[src/rtl/byte_word_packer.sv]
// Packs a valid/ready byte stream into 32-bit words for the word FIFO write port, never writing while full.
// Define PACKER_FLUSH_EN to let in_last close a partial word early, padding unused lanes with PAD_BYTE.
module byte_word_packer #(
   parameter bit         BIG_ENDIAN = 1'b0,
   parameter logic [7:0] PAD_BYTE   = 8'h00,
   parameter int         CNT_W      = 16
) (
   input  logic             clock,
   input  logic             reset_n,
   input  logic             in_valid,
   input  logic [7:0]       in_data,
   input  logic             in_last,
   output logic             in_ready,
   input  logic             fifo_full,
   output logic             fifo_wr,
   output logic [31:0]      fifo_data,
   output logic [CNT_W-1:0] word_count
);

   typedef enum logic {
      FILL = 1'b0,
      HOLD = 1'b1
   } state_t;

   state_t      state;
   state_t      state_next;
   logic [1:0]  byte_idx;
   logic [1:0]  lane;
   logic [31:0] pack_word;
   logic [31:0] hold_word;
   logic [31:0] merged_word;
   logic        accept;
   logic        word_done;

`ifndef PACKER_FLUSH_EN
   logic unused_last;
   assign unused_last = in_last;
`endif

   // The word being assembled with the current byte dropped into its lane.
   always_comb begin
      lane        = BIG_ENDIAN ? (2'd3 - byte_idx) : byte_idx;
      merged_word = pack_word;
      merged_word[{lane, 3'b000} +: 8] = in_data;
   end

   always_comb begin
      in_ready = (state == FILL) && reset_n;
      fifo_wr  = (state == HOLD) && !fifo_full && reset_n;
      accept   = in_valid && in_ready;
`ifdef PACKER_FLUSH_EN
      word_done = accept && ((byte_idx == 2'd3) || in_last);
`else
      word_done = accept && (byte_idx == 2'd3);
`endif
   end

   always_comb begin
      state_next = state;
      case (state)
         FILL: if (word_done) state_next = HOLD;
         HOLD: if (fifo_wr)   state_next = FILL;
         default:             state_next = FILL;
      endcase
   end

   // The finished word is copied out on completion, so the packing lanes can be
   // refilled with pad right away while the FIFO side still sees a stable word.
   always_ff @(posedge clock) begin
      if (!reset_n) begin
         state      <= FILL;
         byte_idx   <= 2'd0;
         pack_word  <= {4{PAD_BYTE}};
         hold_word  <= 32'h0;
         word_count <= '0;
      end else begin
         state <= state_next;
         if (word_done) begin
            byte_idx  <= 2'd0;
            hold_word <= merged_word;
            pack_word <= {4{PAD_BYTE}};
         end else if (accept) begin
            byte_idx  <= byte_idx + 2'd1;
            pack_word <= merged_word;
         end
         if (fifo_wr) begin
            word_count <= word_count + 1'b1;
         end
      end
   end

   assign fifo_data = hold_word;

endmodule

[config.mk]
export PLATFORM = sky130hd
export DESIGN_NAME = byte_word_packer
export DESIGN_NICKNAME = d
export VERILOG_FILES = /design/src/rtl/byte_word_packer.sv
export SDC_FILE = /design/constraint.sdc
export NUM_CORES = 1
export LEC_CHECK = 0
export ABC_CLOCK_PERIOD_IN_PS = 6500
export CELL_PAD_IN_SITES_DETAIL_PLACEMENT = 1
export CELL_PAD_IN_SITES_GLOBAL_PLACEMENT = 2
export CORE_ASPECT_RATIO = 1.5
export CORE_UTILIZATION = 33
export DETAILED_ROUTE_END_ITERATION = 16
export GPL_TIMING_DRIVEN = 0
export PLACE_DENSITY_LB_ADDON = 0.1
export RECOVER_POWER = 100
export SLEW_MARGIN = 20
export SYNTH_ARGS = -nofsm -noshare
export SYNTH_HDL_FRONTEND = slang
export SYNTH_SLANG_ARGS = --single-unit
[constraint.sdc]
create_clock -name clock -period 6.5 [get_ports clock]
set_clock_uncertainty 0.15 [all_clocks]
set_input_delay 0.975 -clock clock [delete_from_list [all_inputs] [get_ports clock]]
set_output_delay 0.975 -clock clock [all_outputs]
set_load 0.1 [all_outputs]
Word-level counts from Yosys, hierarchy flattened
Cells that the tools add are included.
- flip-flop bits (word level): 83
- bits in latches: 0
- memory bits (writable): 0
- bits in read-only memories: 0
- input bits: 13
- output and inout bits: 50
- logic and storage cells: 24
- memories kept: 0
- add/sub/neg operators: 3
- multiply operators: 0
- divide/modulo/power cells: 0
- order comparisons: 0
- equal/unequal tests: 1
- shift-type cells: 2
- mux-type cells: 4
- bitwise gates (word level): 2
- reduce and logical (&&, ||, !) cells: 7
- operator list (cell ; number):
    $bwmux W32 ; 1
    $shift A8 B7 Y32 const A ; 1
    $shiftx A8 B7 Y32 ; 1
    $add A16 B1 Y16 const B ; 1
    $neg A5 Y7 ; 1
    $logic_and A1 B1 Y1 ; 5
    $add A2 B1 Y2 const B ; 1
    $eq A2 B2 Y1 const B ; 1
    $mux W1 ; 2
    $not A1 Y1 ; 2
    $pmux W1 S2 ; 1
    $reduce_or A2 Y1 ; 1
    $logic_not A1 Y1 ; 1

Longest topological paths before layout
- word-level depth: 6
- mapped depth: 8
- depth with buffers taken out: 6

Worst setup path after synthesis
Ideal clock, no wire load.
- kind: input to output
- start: in reset_n
- end: out in_ready
- arrival time: 2.874 ns
- required time: 5.375 ns
- slack: 2.501 ns
- stages on the path: 3
- path buffers: 2
- path through: clkbuf_1 clkbuf_1 nor2b_1
- cells in the longest elaborated chain, start to end: 1
- RTL lines (what ; RTL line ; text):
    start: declaration ; 9 ; input logic reset_n,
    $logic_and A1 B1 Y1 ; 48 ; in_ready = (state == FILL) && reset_n;
    end: declaration ; 13 ; output logic in_ready,
No other way between the ends.

Worst setup path after layout
Ends and elaborated chain as after synthesis.

==> flow_summary.yaml <==
run_status:
  status: "finished clean"
worst_setup_path:
  crit_type: "in -> out"
  crit_family: "buffers and inverters"
  crit_path_start_kind: "input port"
  critPathRequiredTime_ns: 5.37
  cpPeakStageDelay_ns: 1.21
  critPathMaxFanout: 10
  ff2ff_setup_slack_ns: 3.95
  cp.arrival_ns: 3.97
  end_kind: "output port"
  critPathSlowestCell: "dlygate4sd3_1"
  cp_cell_sequence: "dlygate4sd3_1 -> clkbuf_1 -> clkbuf_1 -> nor2b_1 -> dlygate4sd3_1"
  path_buf_inv: 4
worst_hold_path:
  hp-class: "reg -> reg"
synth:
  netlist_area_um2: 3103
  synth_area_leader_cell: "dfxtp_1"
  synthTopCellsByArea: "dfxtp_1 48%, a221oi_1 6.8%, a22oi_1 5.8%"
  ys_warn_count: 0
  async_flop_share: 0
  ys.flop_type: "dfxtp_1"
  synth_edf_count: 0
  yosysSeqAreaShare: 0.4839
  ys_types: 42
  yosysMostFrequentCell: "dfxtp_1"
  postSynthCellCount: 338
  netlist.area_leader.share: 0.4839
  synth-seq-cells: 75
  synth.avg_cell_area_um2: 9.180
  synth_common_cells: "75 x dfxtp_1, 44 x nand2_1, 27 x nor2_1, 26 x a21oi_1"
  synth_nets: 357
clock_tree:
  tritoncts: "yes"
  cts_resized: 0
  insertion_delay_ns: 0.33
  htree_levels: 3
  cts_root_buffer: "clkbuf_16"
  cts_sinks: 75
  clockBufferDepth: 2
  numCtsBuffers: 9
  post_cts_buffers: 0
  clk_pin_slew_ns: 0.05
  ctsHoldBuffers: 0
sta:
  maxSlewViolCount: 0
  max_freq_ghz: 0.1961
  setup_viol: 0
  worst_slack_ns: 1.401
  finalCritPeriodShare: 0.7845
  finalCriticalPeriod_ns: 5.099
  hold_violations: 0
  worst_pin_slew_ns: 0.9956
  grt_setup_unrepaired: "no"
  setup_tns_ns: 0
  slew_headroom: 0.3341
placement:
  dp_slack_ns: 1.472
  dp_hpwl_um: 6587
  place_congestion: 0.8320
  portBuffers: 53
detailed_routing:
  drt_iter0_drc: 164
  wl_met3_um: 219
  wl_met2_um: 4909
  drc: 0
  dr_total_vias: 2792
  top_layer: "met4"
  first_pass_iters: 5
  via_per_inst: 5.411
  drt_wl_total_um: 8988
  postRouteAntennaNets: 0
  wl_met1_um: 3731
  wl_per_cell_um: 17.42
grt:
  antenna_found_initial: 0
  first_global_vias: 2806
  grt_pass1_wl_um: 14740
  grt_max_degree: 11
  grt_util_all_layers: 0.2005
  gr-total-overflow: 0
layout:
  final_util: 0.4361
  final_nets: 421
  n_antenna_cell: 0
  nFillCells: 1063
  area_growth_pct: 29.31
  layout-drive-gt1-share: 0.04208
power:
  ir_drop_mv: 0.1450
  cellLeakagePower_nw: 1.596
  powerDensity_nw_per_um2: 240.3
floorplan:
  initial_core_util: 0.3373
  die_w_um: 81.18
  die_h_um: 120.8
  io_pins: 63
  dieArea_um2: 9803
  core_area_um2: 9200
  rows: 43
run:
  maxCapViolCount: 0
==> through the flow <==
stage          area, µm²  std cells  hold WS, ns  power [mW]
6_report            4013        516       0.3051      0.9640
3_3_place_gp        3774        503       0.2951      0.5376
4_1_cts             4024        516       0.3106      0.9770
3_5_place_dp        3774        503       0.3031      0.5386
5_1_grt             4013        516       0.3243      0.9985
2_1_floorplan       3103        338       0.3295      0.5167
==> area by class of cell <==
cell class                      count  area, µm²  share of cell area
Buffer                             26      106.4             0.02650
Timing Repair Buffer               53      530.5              0.1322
Clock buffer                       13      250.2             0.06236
Tap cell                          112      140.1             0.03492
Inverter                            6      22.52            0.005613
Sequential cell                    75       1501              0.3742
Multi-Input combinational cell    231       1461              0.3642
==> where the power goes <==
| group | leakage (nW) | total, mW | internal [mW] | switching, mW |
|---|---|---|---|---|
| Clock | 0.122 | 0.437 | 0.263 | 0.174 |
| Combinational | 0.870 | 0.0605 | 0.0156 | 0.0449 |
| Sequential | 0.605 | 0.467 | 0.464 | 0.00320 |
==> cells by family (layout without fill, tap and decap cells) <==
group                      Yosys count  count (layout)  share of synthesized area
xor gates and xnor gates             7               7                    0.01976
adders and majority gates            6               6                    0.02419
buffers and inverters               32              98                    0.04315
and+or+nand+nor                    122             122                     0.2093
AOI/OAI and AO/OA                   93              93                     0.2101
DFF                                 75              75                     0.4839
muxes                                3               3                   0.009678
==> tightest hold or removal path: cells and delay by family, from the launching register on <==
kind / cells / cell delay [ns]
flops: 1 / 0.31
compound gates: 1 / 0.05
simple gates: 1 / 0.05
==> placed cells by master, fill, tap and decap left out, drive strengths merged, types with 6 or more instances in the layout <==
master / n
ha: 6
a22oi: 24
xnor2: 7
nand3: 10
nand4: 6
o21ai: 8
and2: 11
a221oi: 24
dlygate4sd3: 52
nand2: 44
clkbuf: 36
a21oi: 26
dfxtp: 75
nor2: 27
==> final timing paths <==
kind                                              endpoint  depth (start not counted)                      start
worst max-delay path                              in_ready                          5                    reset_n
worst min-delay path             fifo_data[7]$_SDFFE_PN0P_                          2  fifo_data[7]$_SDFFE_PN0P_
worst max register to register  pack_word[22]$_SDFFE_PP0P_                          6   byte_idx[0]$_SDFFE_PP0P_
worst min register to register   fifo_data[7]$_SDFFE_PN0P_                          2  fifo_data[7]$_SDFFE_PN0P_
==> metal layers <==
layer  GRT usage  vias up
li1            -     1352
met1      0.2230     1384
met2      0.3697       46
met3     0.03170       10
met4     0.07478        0
met5           0        -
==> state kept, by name (all words and copies together), names as in the netlist <==
signal and cells:
fifo_data 32, pack_word 24, byte_idx 2, word_count 16
state 1
Note: power is estimated with default switching activity, not from simulation.
==> patch 1, RTL diff (same flow settings) <==
Put one more register stage on the output `word_count`. The value now appears one clock later. The other outputs are not delayed to match.
--- a/src/rtl/byte_word_packer.sv
+++ b/src/rtl/byte_word_packer.sv
@@ -23,2 +23,4 @@
    } state_t;
+
+   logic [CNT_W-1:0] word_count_s0;
 
@@ -74,3 +76,3 @@
          hold_word  <= 32'h0;
-         word_count <= '0;
+         word_count_s0 <= '0;
       end else begin
@@ -86,3 +88,3 @@
          if (fifo_wr) begin
-            word_count <= word_count + 1'b1;
+            word_count_s0 <= word_count_s0 + 1'b1;
          end
@@ -93,2 +95,6 @@
 
+   always_ff @(posedge clock) begin
+      word_count <= word_count_s0;
+   end
+
 endmodule
Behaviour: not the same (Yosys sat finds a counterexample within 10 cycles, from zero or initial values and one cycle with reset_n low).
==> patch 1 against the unedited design <==
Setup slack better by 0.15 ns; area after synthesis is 10% higher; clock power is 22% higher; critical path depth is 1 higher; final area is 9.7% higher; routed wire length is 4.9% higher; total power is 20% higher; final cell count is 8.3% higher; sequential cell count is 16 higher; sequential share of layout area is 4.0 points higher.
==> patch 1: results (changes against the unedited design) <==
outcome=finished, final reports clean (unchanged); Slew headroom=32.7% (was 33.4%); # nets final=456 (was 421); Iter 0 DRT Violations=79 (was 164); post-CTS sizing=0 (unchanged); worst r2r src=byte_idx[0] (unchanged); Leak=1.71 nW (was 1.60 nW); Max VDD drop=0.000123 V (was 0.000145 V); largest net degree at the start of global routing=15 (was 11); First-pass DRT Iterations=4 (was 5); Detailed Place HPWL=6.99 mm (was 6.59 mm); fin. max-slew vios=0 (unchanged); hold slack final=0.224 ns (was 0.305 ns); Worst R2R Setup Slack=3.82 ns (was 3.95 ns); R2R cell count=6 (unchanged); synthesized area per cell=9.29 um2 (was 9.18 um2); ys async rst share=0% (unchanged); Clock Latency Late Sink=0.34 ns; vias post-DR=2915 (was 2792); Post-synth top cells=dfxtp_1 (91), o21ai_0 (36), nand3_1 (34), nor2_1 (32), a22oi_1 (30) (was dfxtp_1 (75), nand2_1 (44), nor2_1 (27), a21oi_1 (26)); All-Layer GR Usage=18.6% (was 20.0%); worst hold path endpoint=word_count[15] (was fifo_data[7]); synth warn=0 (unchanged); hold path start=word_count_s0[15] (was fifo_data[7]); placed inst area=4140 um2 (was 3770 um2); # fillers=1178 (was 1063); Vias/cell=5.21 (was 5.41); CP peak stage delay=1.21 ns (about the same); H-tree Lvls=3 (unchanged); slowest CP cell=dlygate4sd3_1 (unchanged); initial antenna violation count=0 (unchanged); DP Cell Count=543 (was 503); share of cells above drive strength 1=4.30% (was 4.21%); Hold Crit Class=register to register (unchanged); post-CTS setup buffers=0 (unchanged); hold path cells=0 (was 2); ranking of synthesized cells by area=dfxtp_1 (53%), a22oi_1 (6.6%), o21ai_0 (5.3%) (was dfxtp_1 (48%), a221oi_1 (6.8%), a22oi_1 (5.8%)); IO buf count=57 (was 53); CTS clk-pin slew, worst paths=0.06 ns; clock buffer depth=2 (unchanged); CP Max Fanout=10 (unchanged); CP delay by family, top=buffers and inverters (unchanged); Synth cell types=35 (was 42); cts bufs inserted=9 (unchanged); register area share after synthesis=53.2% (was 48.4%); ys flop type=dfxtp_1 (unchanged); R2R Path End=fifo_data[31] (was pack_word[22]); Largest register FFs=32 (unchanged); GPL Wtd Cong=0.745 (was 0.832); wire length per cell=16.9 um (was 17.4 um); first-pass GRT wire length=15.2 mm (was 14.7 mm); Inserted Diodes=0 (unchanged); post-synth net total=388 (was 357)
-- patch 1: cell count changes in the layout (fill, tap and decap cells not counted), sizes merged, moves of 6 or more --
cell	unedited run	this run
dfxtp	75	91
nand3	10	34
nand2	44	19
a22oi	24	30
nor2b	2	14
and2	11	3
a221oi	24	0
o21ai	8	36
-- patch 1: how the worst max path moves through the flow --
stage          endpoint    start  cells after the start  slack (ns)
2_1_floorplan  in_ready  reset_n                      4        2.67
3_3_place_gp   in_ready  reset_n                      6        1.84
3_5_place_dp   in_ready  reset_n                      6        1.90
4_1_cts        in_ready  reset_n                      6        1.87
5_1_grt        in_ready  reset_n                      6        1.31
6_report       in_ready  reset_n                      6        1.56
-- patch 1: layout make-up --
| type | instances | share of cell area (%) |
|---|---|---|
| plain buffers | 25 | 2.19 |
| clock buffers | 13 | 5.91 |
| clock inverters | 3 | 1.05 |
| inverters | 7 | 0.597 |
| multi-input cells | 246 | 32.6 |
| flip-flops and latches | 91 | 41.4 |
| well taps | 117 | 3.33 |
| repair buffers | 57 | 13.0 |
-- patch 1: logic make-up (layout without fill, tap and decap cells) --
group           after synthesis  after routing  share of synthesized area [%]
compound gates              102            102                           17.9
simple gates                131            131                           21.0
fa+ha+maj                     6              6                           2.19
xor+xnor                      7              7                           1.79
flops                        91             91                           53.2
buf+inv                      32            105                           3.98
-- patch 1: routing by layer --
metal | share of wire (%) | up-vias | track usage [%]
met4 | 1.9 | 0 | 9.17
met1 | 43 | 1405 | 21.3
met5 | 0 | - | 0
li1 | - | 1448 | -
met2 | 52 | 51 | 33.3
met3 | 2.8 | 11 | 2.54
-- patch 1: report_power, final --
group / internal [W] / switching, W
Combinational: 0.0000176 / 0.0000408
Clock: 0.000320 / 0.000213
Sequential: 0.000562 / 0.00000265
-- patch 1: stage by stage --
| step | setup WS [ns] | util [%] |
|---|---|---|
| 3_3_place_gp | 1.84 | 40.9 |
| 5_1_grt | 1.31 | 43.4 |
| 6_report | 1.56 | 43.4 |
| 2_1_floorplan | 2.67 | - |
| 3_5_place_dp | 1.90 | 40.9 |
| 4_1_cts | 1.87 | 43.9 |
==> patch 2, RTL diff (same settings) <==
Without the edit above. The parameter `CNT_W` goes from 16 to 24.
--- a/src/rtl/byte_word_packer.sv
+++ b/src/rtl/byte_word_packer.sv
@@ -5,3 +5,3 @@
    parameter logic [7:0] PAD_BYTE   = 8'h00,
-   parameter int         CNT_W      = 16
+   parameter int         CNT_W      = 24
 ) (
Interface: changed (resized word_count); port bits go from 63 to 71. The function was not compared with the original's and may differ.
==> patch 2 against the unedited design <==
The flow now finishes with violations (DRC); global-route usage fell by 0.36 points; setup slack improved by 0.53 ns; first-iteration DRC count is 65% lower; total power rose by 19%; hold slack lost 0.0037 ns; area after synthesis is 9.3% higher; synthesized cell count increased by 14%; combinational power rose by 32%; sequential share of layout area fell by 0.62 points; sequential cell count grew 8; final area increased by 13%; routed wire length rose by 11%; critical endpoint unchanged; largest power group is now clock.
==> patch 2: results (changes against the unedited design) <==
vias in the first global route=3151 (was 2806); post-synthesis mux area share=0.590% (was 0.968%); violated checks=DRC; DRC=6 (was 0); register area share after synthesis=49.0% (was 48.4%); DP Worst Slack=1.98 ns (was 1.47 ns); outcome=complete, but fails checks (was finished, final reports clean); DP Cell Count=571 (was 503); ranking of synthesized cells by area=dfxtp_1 (49%), a21oi_1 (5.8%), nand2_1 (4.5%) (was dfxtp_1 (48%), a221oi_1 (6.8%), a22oi_1 (5.8%)); Synth Area in Compound Gates=19.6% (was 21.0%); Int Power=0.000879 W (was 0.000742 W); combinational power share=6.9% (was 6.3%); synthesized area per cell=8.81 um2 (was 9.18 um2); clock power share=47.6% (was 45.3%); P_clk=0.000548 W (was 0.000437 W); Post-Synth XOR/XNOR Area=2.58% (was 1.98%); CTS clk-pin slew, worst paths=0.07 ns (was 0.05 ns); Non-Filler Instances=587 (was 516); share of cells above drive strength 1=3.83% (was 4.21%); Vias/cell=5.39 (was 5.41); post-synth net total=404 (was 357); Max VDD drop=0.000131 V (was 0.000145 V); Leak=1.71 nW (was 1.60 nW); Detailed Place HPWL=7.37 mm (was 6.59 mm); GPL Wtd Cong=0.825 (was 0.832); wire length per cell=16.9 um (was 17.4 um)
## patch 2: cell count changes after synthesis, sizes merged, moves of 8 or more
cell    before  now
and2        11    1
a211oi       0   16
a221oi      24    4
a22oi       24    3
dfxtp       75   83
a21oi       26   39
nor2b        2   19
o21ai        8   30
## patch 2: final cells by class
| cell class | instances | area, um2 |
|---|---|---|
| tap | 117 | 146 |
| timing repair buffer | 69 | 691 |
| fill | 1170 | 5560 |
| buffer | 22 | 83.8 |
| clock buffer | 9 | 225 |
| sequential | 83 | 1660 |
| multi-input combinational | 272 | 1590 |
| inverter | 8 | 30.0 |
| clock inverter | 7 | 92.6 |
## patch 2: critical path, stage by stage
cell and delay (ns):
dlygate4sd3_1 0.64, inv_1 0.18, clkbuf_1 0.29, nor2_1 0.14, dlygate4sd3_1 1.21
## patch 2: kinds of logic (layout without fill, tap and decap cells)
group | count (synthesis) | after routing
simple gates | 145 | 145
compound gates | 109 | 109
flops | 83 | 83
buf+inv | 30 | 115
xor+xnor | 10 | 10
fa+ha+maj | 6 | 6
mux | 2 | 2
## patch 2: metal layers
metal  global-route usage (%)  wire length, um  share of wire [%]  vias up
met5                        0                0                  0        -
met4                     8.67              221                2.2        0
met3                     3.80              293                2.9       14
met2                     35.7             5320                 53       59
met1                     22.1             4120                 41     1546
li1                         -                -                  -     1544
## patch 2: worst paths after layout
| check | startpoint | endpoint | slack [ns] |
|---|---|---|---|
| max | reset_n | in_ready | 1.93 |
| min | fifo_data[16] | fifo_data[16] | 0.30 |
| max reg2reg | byte_idx[0] | pack_word[4] | 3.75 |
| min reg2reg | fifo_data[16] | fifo_data[16] | 0.30 |
